`src/rtl/wb_pkg.sv`:
```
// Shared types for the MEM/WB writeback stage: load kinds, buffer states and the
// register-file write-port record.
package wb_pkg;
    typedef enum logic [2:0] {
        LT_LW  = 3'd0,
        LT_LH  = 3'd1,
        LT_LHU = 3'd2,
        LT_LB  = 3'd3,
        LT_LBU = 3'd4
    } load_type_e;

    typedef enum logic [1:0] {
        BUF_EMPTY   = 2'd0,
        BUF_HELD    = 2'd1,
        BUF_STARVED = 2'd2
    } buf_state_e;

    localparam logic [4:0] REG_ZERO = 5'd0;

    typedef struct packed {
        logic [31:0] pc;
        logic [4:0]  dest;
        logic [31:0] data;
        logic        we;
    } wr_port_t;
endpackage

```
`src/rtl/writeback_unit_load_extend.sv`:
```
// Combinational load alignment: picks the byte/half addressed by addr_low from an
// aligned little-endian word and sign- or zero-extends it.
module load_extend
    import wb_pkg::*;
(
    input  load_type_e  load_type,
    input  logic [1:0]  addr_low,
    input  logic [31:0] read_data,
    output logic [31:0] value
);
    logic [7:0]  byte_sel;
    logic [15:0] half_sel;

    always_comb begin
        byte_sel = read_data[8*addr_low +: 8];
        half_sel = addr_low[1] ? read_data[31:16] : read_data[15:0];
        case (load_type)
            LT_LH:   value = {{16{half_sel[15]}}, half_sel};
            LT_LHU:  value = {16'd0, half_sel};
            LT_LB:   value = {{24{byte_sel[7]}}, byte_sel};
            LT_LBU:  value = {24'd0, byte_sel};
            default: value = read_data;
        endcase
    end
endmodule

```
`src/rtl/writeback_unit.sv`:
```
// MEM/WB stage: sole writer of the register-file port. Main-path results win every
// used slot; a one-entry buffer slips mult/div completions into free slots.
module writeback_unit
    import wb_pkg::*;
#(
    parameter int STARVE_LIMIT = 4,
    parameter bit TRACE_EN     = 1'b1
) (
    input  logic        clock,
    input  logic        reset,
    input  logic        mem_valid,
    input  logic [31:0] mem_pc,
    input  logic        mem_we,
    input  logic [4:0]  mem_dest,
    input  logic [31:0] mem_result,
    input  logic        mem_isLoad,
    input  logic [2:0]  mem_loadType,
    input  logic [1:0]  mem_addrLow,
    input  logic [31:0] mem_readData,
    input  logic        md_valid,
    output logic        md_ready,
    input  logic [4:0]  md_dest,
    input  logic [31:0] md_pc,
    input  logic [31:0] md_data,
    output logic [31:0] programCounter,
    output logic        writeEnabled,
    output logic [4:0]  registerId,
    output logic [31:0] writeInput,
    output logic        stall_req,
    output logic        md_squash
);
    localparam int CW = $clog2(STARVE_LIMIT + 1);
    localparam logic [CW-1:0] LIMIT = CW'(STARVE_LIMIT);

    buf_state_e  state, state_nx;
    logic [CW-1:0] cnt, cnt_nx;
    logic [4:0]  b_dest;
    logic [31:0] b_data, b_pc;
    logic        live;
    wr_port_t    wr_q, wr_d;
    logic        squash_q, squash_d;
    logic        main_use, md_xfer, hit;
    logic [31:0] ld_val, main_data;

    load_extend u_ext (
        .load_type (load_type_e'(mem_loadType)),
        .addr_low  (mem_addrLow),
        .read_data (mem_readData),
        .value     (ld_val)
    );

    // live keeps md_ready low through reset and its release cycle
    assign main_use  = mem_valid && mem_we && (mem_dest != REG_ZERO);
    assign hit       = (state != BUF_EMPTY) && main_use && (mem_dest == b_dest);
    assign md_ready  = live && (state == BUF_EMPTY);
    assign md_xfer   = md_valid && md_ready;
    assign main_data = mem_isLoad ? ld_val : mem_result;

    always_comb begin
        state_nx = state;
        cnt_nx   = cnt;
        wr_d     = '0;
        squash_d = 1'b0;
        if (main_use)
            wr_d = '{pc: mem_pc, dest: mem_dest, data: main_data, we: 1'b1};
        case (state)
            BUF_EMPTY: begin
                if (md_xfer) begin
                    state_nx = BUF_HELD;
                    cnt_nx   = '0;
                end
            end
            default: begin
                if (hit) begin
                    // newer main write to the same register makes the entry stale
                    state_nx = BUF_EMPTY;
                    cnt_nx   = '0;
                    squash_d = 1'b1;
                end else if (!main_use) begin
                    wr_d     = '{pc: b_pc, dest: b_dest, data: b_data, we: 1'b1};
                    state_nx = BUF_EMPTY;
                    cnt_nx   = '0;
                end else begin
                    if (cnt != LIMIT)
                        cnt_nx = cnt + CW'(1);
                    if (cnt_nx == LIMIT)
                        state_nx = BUF_STARVED;
                end
            end
        endcase
    end

    always_ff @(posedge clock or negedge reset) begin
        if (!reset) begin
            state    <= BUF_EMPTY;
            cnt      <= '0;
            live     <= 1'b0;
            b_dest   <= '0;
            b_data   <= '0;
            b_pc     <= '0;
            wr_q     <= '0;
            squash_q <= 1'b0;
        end else begin
            state    <= state_nx;
            cnt      <= cnt_nx;
            live     <= 1'b1;
            wr_q     <= wr_d;
            squash_q <= squash_d;
            if (md_xfer) begin
                b_dest <= md_dest;
                b_data <= md_data;
                b_pc   <= md_pc;
            end
        end
    end

    assign writeEnabled   = wr_q.we;
    assign registerId     = wr_q.dest;
    assign writeInput     = wr_q.data;
    assign programCounter = TRACE_EN ? wr_q.pc : 32'd0;
    assign stall_req      = (state == BUF_STARVED);
    assign md_squash      = squash_q;
endmodule

```
`config.mk`:
```
export PLATFORM = sky130hd
export DESIGN_NAME = writeback_unit
export DESIGN_NICKNAME = d
export VERILOG_FILES = /design/src/rtl/wb_pkg.sv /design/src/rtl/writeback_unit_load_extend.sv /design/src/rtl/writeback_unit.sv
export SDC_FILE = /design/constraint.sdc
export NUM_CORES = 1
export LEC_CHECK = 0
export CORE_ASPECT_RATIO = 0.9
export CORE_MARGIN = 2
export CORE_UTILIZATION = 48
export DETAILED_ROUTE_END_ITERATION = 8
export GPL_TIMING_DRIVEN = 1
export PLACE_DENSITY_LB_ADDON = 0.15
export REMOVE_ABC_BUFFERS = 1
export SYNTH_ARGS = -nofsm -noshare
export SYNTH_HDL_FRONTEND = slang
export SYNTH_SLANG_ARGS = --single-unit
```
`constraint.sdc`:
```
create_clock -name clock -period 2.6 [get_ports clock]
set_input_delay 0.39 -clock clock [delete_from_list [all_inputs] [get_ports clock]]
set_output_delay 0.39 -clock clock [all_outputs]
set_load 0.01 [all_outputs]
```
==> impl_metrics.toml, run 1 <==
[synthesis]
netlist_instances = 641
syn_area_sq_um = 6920
synth_area_leaders = "dfrtp_1 53%, mux2_2 14%, nand2_1 5.3%"
synth_common_cells = "146 x dfrtp_1, 98 x nand2_1, 83 x mux2_2"
synth_cell_types = 57
synth_top_cell_area_share_pct = 52.8
yosys_warnings = 0
synthArstFlopShare_pct = 100
synth_most_common_cell = "dfrtp_1"
synth_edf_count = 0
synth_top_area_cell = "dfrtp_1"
yosys_register_bits = 146
synth_ff_type = "dfrtp_1"
ys_seq_area_share_pct = 52.8
synth_area_per_cell_sq_um = 10.8

[detailed_routing]
drt_iter0_drc = 327
wl_um = 21100
wire_per_inst_um = 19.2
dr.pass1.iters = 5
viasPerCell = 5.58
antenna_left = 0
drc = 0
vias = 6129

[cts]
h-tree-depth = 4
numCtsBuffers = 17
clk-insertion-delay-late_ns = 0.43
post_cts_buffers = 0
cts_tree = "yes"
clkSinkCount = 146
cts_buffer_depth = 2
root_buffer = "clkbuf_16"
path_clk_slew_ns = 0.07

[grt]
grt_pass1_vias = 6357
grt_max_degree = 74
overflow = 0
grt_pass1_wl_um = 33400
antenna_found_initial = 1
track_usage_pct = 28.5

[timing]
clock_skew_ns = 0.00966
setup_viol = 0
fin_crit_ns = 2.24
slew_headroom_pct = 31.5
rsz0062_at_grt = "false"
finalHoldViolCount = 0
fmax_ghz = 0.446
slew_violations = 0
fin_crit_sh_pct = 86.3
tightest_slew_ns = 1.02

[cells_and_area]
syn2layout_area_growth_pct = 49.4
fin_nets = 1076
drive_gt1_share_pct = 18.5
antenna_cells = 0
stdcell_area_sq_um = 10300

[setup_path]
slowest_delay_ns = 0.54
path_class = "reg2out"
crit_fanout = 5
arrival_ns = 1.85
worstPathRequired_ns = 2.21
start_kind = "register"
r2r_setup_slack_ns = 0.63
end_kind = "output port"
crit_slowest_cell = "clkdlybuf4s50_1"
crit_chain = "nor2_1, and2_1, clkdlybuf4s50_1"

[power_and_ir_drop]
p_per_area_nw_per_um2 = 631
finalPower_w = 0.00652
power_leakage_nw = 4.32
peakVddDrop_uv = 576

[die]
dieHeight_um = 118
die_w_um = 131
rows = 41
start_util_pct = 49.2
io_pins = 254
coreArea_sq_um = 14100
dieArea_sq_um = 15400

[placement]
place.gp.congestion = 0.926
hpwl_um = 15100
portBuffers = 253
dpl-instance-area_sq_um = 9730

[run]
drv_cap = 0

[status]
status = "complete, no violations"

[worst_hold_path]
worstHoldPathType = "in2reg"
[sequential cells by signal (all words and copies together), names as in the netlist]
name            cells
b_data             32
b_dest              5
b_pc               32
cnt                 3
live                1
md_squash           1
programCounter     32
registerId          5
state               2
writeEnabled        1
writeInput         32
[cells by family after synthesis]
| logic type | after synthesis | synth area share (%) |
|---|---|---|
| mux | 84 | 13.8 |
| other cells | 1 | 0.0542 |
| buf+inv | 53 | 3.54 |
| simple gates | 211 | 14.9 |
| fa+ha+maj | 3 | 0.506 |
| flops | 146 | 52.8 |
| compound gates | 136 | 13.5 |
| xor+xnor | 7 | 0.886 |
[worst paths after layout]
kind,to,startpoint,cells past startpoint
min,programCounter[16],mem_pc[16],3
max reg2reg,cnt[0],state[0],5
min reg2reg,programCounter[26],b_pc[26],2
max,md_ready,state[1],3
min in group asynchronous,b_data[31],reset,2
max in group asynchronous,programCounter[15],reset,3
[cell usage in the layout (no fill, tap or decap), types with 2 or more instances in the layout]
cell	Yosys	routed
ha_1	2	2
clkinv_4	0	2
o21ai_0	45	45
clkinvlp_4	0	2
nor2_1	6	5
bufinv_16	0	2
clkbuf_16	0	17
xor2_1	6	6
a32o_1	2	2
nand2_1	98	98
or4b_2	3	3
a221oi_1	7	7
or3_1	7	7
a21oi_1	19	19
inv_6	0	6
o211ai_1	7	7
buf_4	1	25
mux2_2	83	83
or4b_1	5	5
a211oi_1	7	7
inv_1	4	4
and2_1	2	2
nand2b_1	2	2
a211oi_2	10	10
nand3_1	50	50
a31oi_1	8	8
dfrtp_1	146	146
buf_12	0	3
inv_8	0	2
clkdlybuf4s50_1	0	252
a2bb2oi_1	8	8
nor2b_1	10	10
nor3_1	18	18
o21a_1	4	3
o21ai_1	7	7
[routing by layer]
metal | share of wire, % | global-route usage (%)
met1 | 41 | 36.5
met2 | 49 | 45.1
met3 | 7.8 | 8.68
met4 | 2.5 | 11.2
met5 | 0 | 0
[metrics by stage]
stage	instances	utilization [%]	setup slack, ns	hold slack [ns]	setup TNS (ns)
4_1_cts	1099	73.5	0.352	0.464	0
2_1_floorplan	592	-	-2.05	0.0944	-143.53
3_3_place_gp	1066	69.2	0.191	0.450	0
3_5_place_dp	1066	69.2	0.0946	0.465	0
6_report	1099	73.5	0.357	0.482	0
5_1_grt	1099	73.5	0.255	0.483	0
[timing repair]
action                                 CTS  global route
hold buffers                             1             0
endpoints found under the hold margin    4             0
resized for setup                        0             0
[power breakdown]
group	internal, W	switching [W]
registers	0.00257	0.000148
logic	0.000748	0.000548
clock network	0.00144	0.00106
[critical path: cells and delay by family, from the launching register on]
kind | cells | cell delay [ns]
buffers and inverters | 1 | 0.54
and+or+nand+nor | 2 | 0.49
DFF | 1 | 0.39
[area by class of cell]
type	count	area, sq um
Fill cell	1047	3720
Sequential cell	146	3650
Multi-Input combinational cell	442	3040
Timing Repair Buffer	282	2790
Clock buffer	17	425
Tap cell	193	241
Clock inverter	15	173
Inverter	4	15.0
Power figures use the tool's default switching activity.
==> run 2, diff against run 1 <==
Settings changed: CELL_PAD_IN_SITES_DETAIL_PLACEMENT from default to 1, CELL_PAD_IN_SITES_GLOBAL_PLACEMENT from default to 1, CORE_UTILIZATION 48 to 37.
==> impl_metrics.toml, run 2 (same netlist as run 1, synthesis figures left out) <==
[setup_path]
worstPathRequired_ns = 2.21
slowest_delay_ns = 0.54
crit_fanout = 5
crit_slowest_cell = "clkdlybuf4s50_1"
end_kind = "output port"
reg2reg_to = "state[0]"
r2r_setup_slack_ns = 0.67
reg2reg_depth = 5
cp_num_buf_inv = 1
cp_top_family = "buffers and inverters"
crit_chain = "nor2_1, and2_1, clkdlybuf4s50_1"
path_class = "reg2out"
r2r-start = "cnt[0]"
arrival_ns = 1.88
start_kind = "register"

[cells_and_area]
drive_gt1_share_pct = 18.6
syn2layout_area_growth_pct = 51.0
layout_commonest_cell = "clkdlybuf4s50_1"
final_util_pct = 56.9
fin_nets = 1077
final_cell_mix = "252 x clkdlybuf4s50_1, 146 x dfrtp_1, 98 x nand2_1"
filler_cell_count = 1960

[timing]
fin_crit_sh_pct = 87.4
slew_violations = 0
setup_viol = 0
slew_headroom_pct = 32.5
tightest_slew_ns = 1.00
setup_tns_ns = 0
clock_skew_ns = 0.0147
rsz0062_at_grt = "false"
finalHoldViolCount = 0
fmax_ghz = 0.440
fin_hold_ws_ns = 0.481
fin_crit_ns = 2.27

[run]
drv_cap = 0

[grt]
grt_pass1_vias = 6696
grt_max_degree = 72
overflow = 0
grt_pass1_wl_um = 36900
track_usage_pct = 24.0
antenna_found_initial = 2

[worst_hold_path]
hold_depth = 3
whs_endpoint = "programCounter[13]"
min_from = "mem_pc[13]"
worstHoldPathType = "in2reg"

[cts]
cts_hold_buf = 1
cts_buffer_depth = 2
ctsResizeCount = 0
clk-insertion-delay-late_ns = 0.44
post_cts_buffers = 0
numCtsBuffers = 17
path_clk_slew_ns = 0.07
h-tree-depth = 4
cts_tree = "yes"
clkSinkCount = 146
root_buffer = "clkbuf_16"

[detailed_routing]
drt_iter0_drc = 275
viasPerCell = 5.27
dr.pass1.iters = 5
vias = 6080
wl_um = 23400
drc = 0
antenna_left = 0
wire_per_inst_um = 20.3

[die]
io_pins = 254
die_w_um = 148
start_util_pct = 37.7
dieHeight_um = 134
dieArea_sq_um = 19800
rows = 47
coreArea_sq_um = 18300

[placement]
place.gp.congestion = 0.893
portBuffers = 253
hpwl_um = 16700

[power_and_ir_drop]
power_leakage_nw = 4.34
peakVddDrop_uv = 418
p_per_area_nw_per_um2 = 628
finalPower_w = 0.00657

[status]
status = "complete, no violations"
[run 2: cell types whose count changed in the layout (fill, tap and decap cells not counted), sizes merged]
| cell | delta |
|---|---|
| buf | +1 |
| diode | +2 |
[run 2: how the worst max path moves through the flow]
stage | from | end | slack (ns) | depth (start not counted)
floorplan | state[1] | b_data[0] | -2.05 | 3
global placement | mem_dest[3] | writeInput[19] | 0.19 | 7
detailed placement | mem_dest[3] | writeInput[16] | 0.07 | 7
CTS | state[1] | md_ready | 0.32 | 3
global route | state[1] | md_ready | 0.25 | 3
finish | state[1] | md_ready | 0.33 | 3
[run 2: worst reg2reg max path: stages, from the launching register on]
cell and delay (ns):
dfrtp_1 0.45, inv_1 0.07, ha_1 0.24, or3b_2 0.47, a311o_1 0.34, a31o_2 0.25
[run 2: routing by layer]
layer	share of wire [%]	up-vias	track usage (%)	wire [um]
met4	2.5	0	8.25	581
met2	49	215	39.6	11400
met3	6.5	35	5.72	1520
met1	42	3021	31.2	9850
li1	-	2809	-	-
met5	0	-	0	0
[run 2: per-stage QoR]
stage	area (sq um)	setup slack [ns]	instances
6_report	10400	0.327	1154
2_1_floorplan	6690	-2.05	592
3_3_place_gp	9840	0.193	1119
5_1_grt	10400	0.251	1154
3_5_place_dp	9840	0.0652	1119
4_1_cts	10400	0.323	1152
[run 2: final cells by class]
cell class | instances | area, sq um | share of cell area (%)
timing repair buffer | 283 | 2840 | 27.1
sequential | 146 | 3650 | 35.0
antenna | 2 | 5.00 | 0.0479
clock buffer | 17 | 425 | 4.07
multi-input combinational | 442 | 3040 | 29.1
inverter | 4 | 15.0 | 0.144
clock inverter | 15 | 169 | 1.62
tap | 245 | 307 | 2.93
[run 2: report_power, final]
group          switching [W]  internal (W)  total (W)
Combinational       0.000560      0.000757    0.00132
Clock                0.00108       0.00144    0.00252
Sequential          0.000154       0.00257    0.00272
==> run 3, diff against run 2 <==
Settings changed: CAP_MARGIN from default to 0.
==> results of run 3 <==
Same layout as run 2: the final DEF is identical, and so are final timing and power.
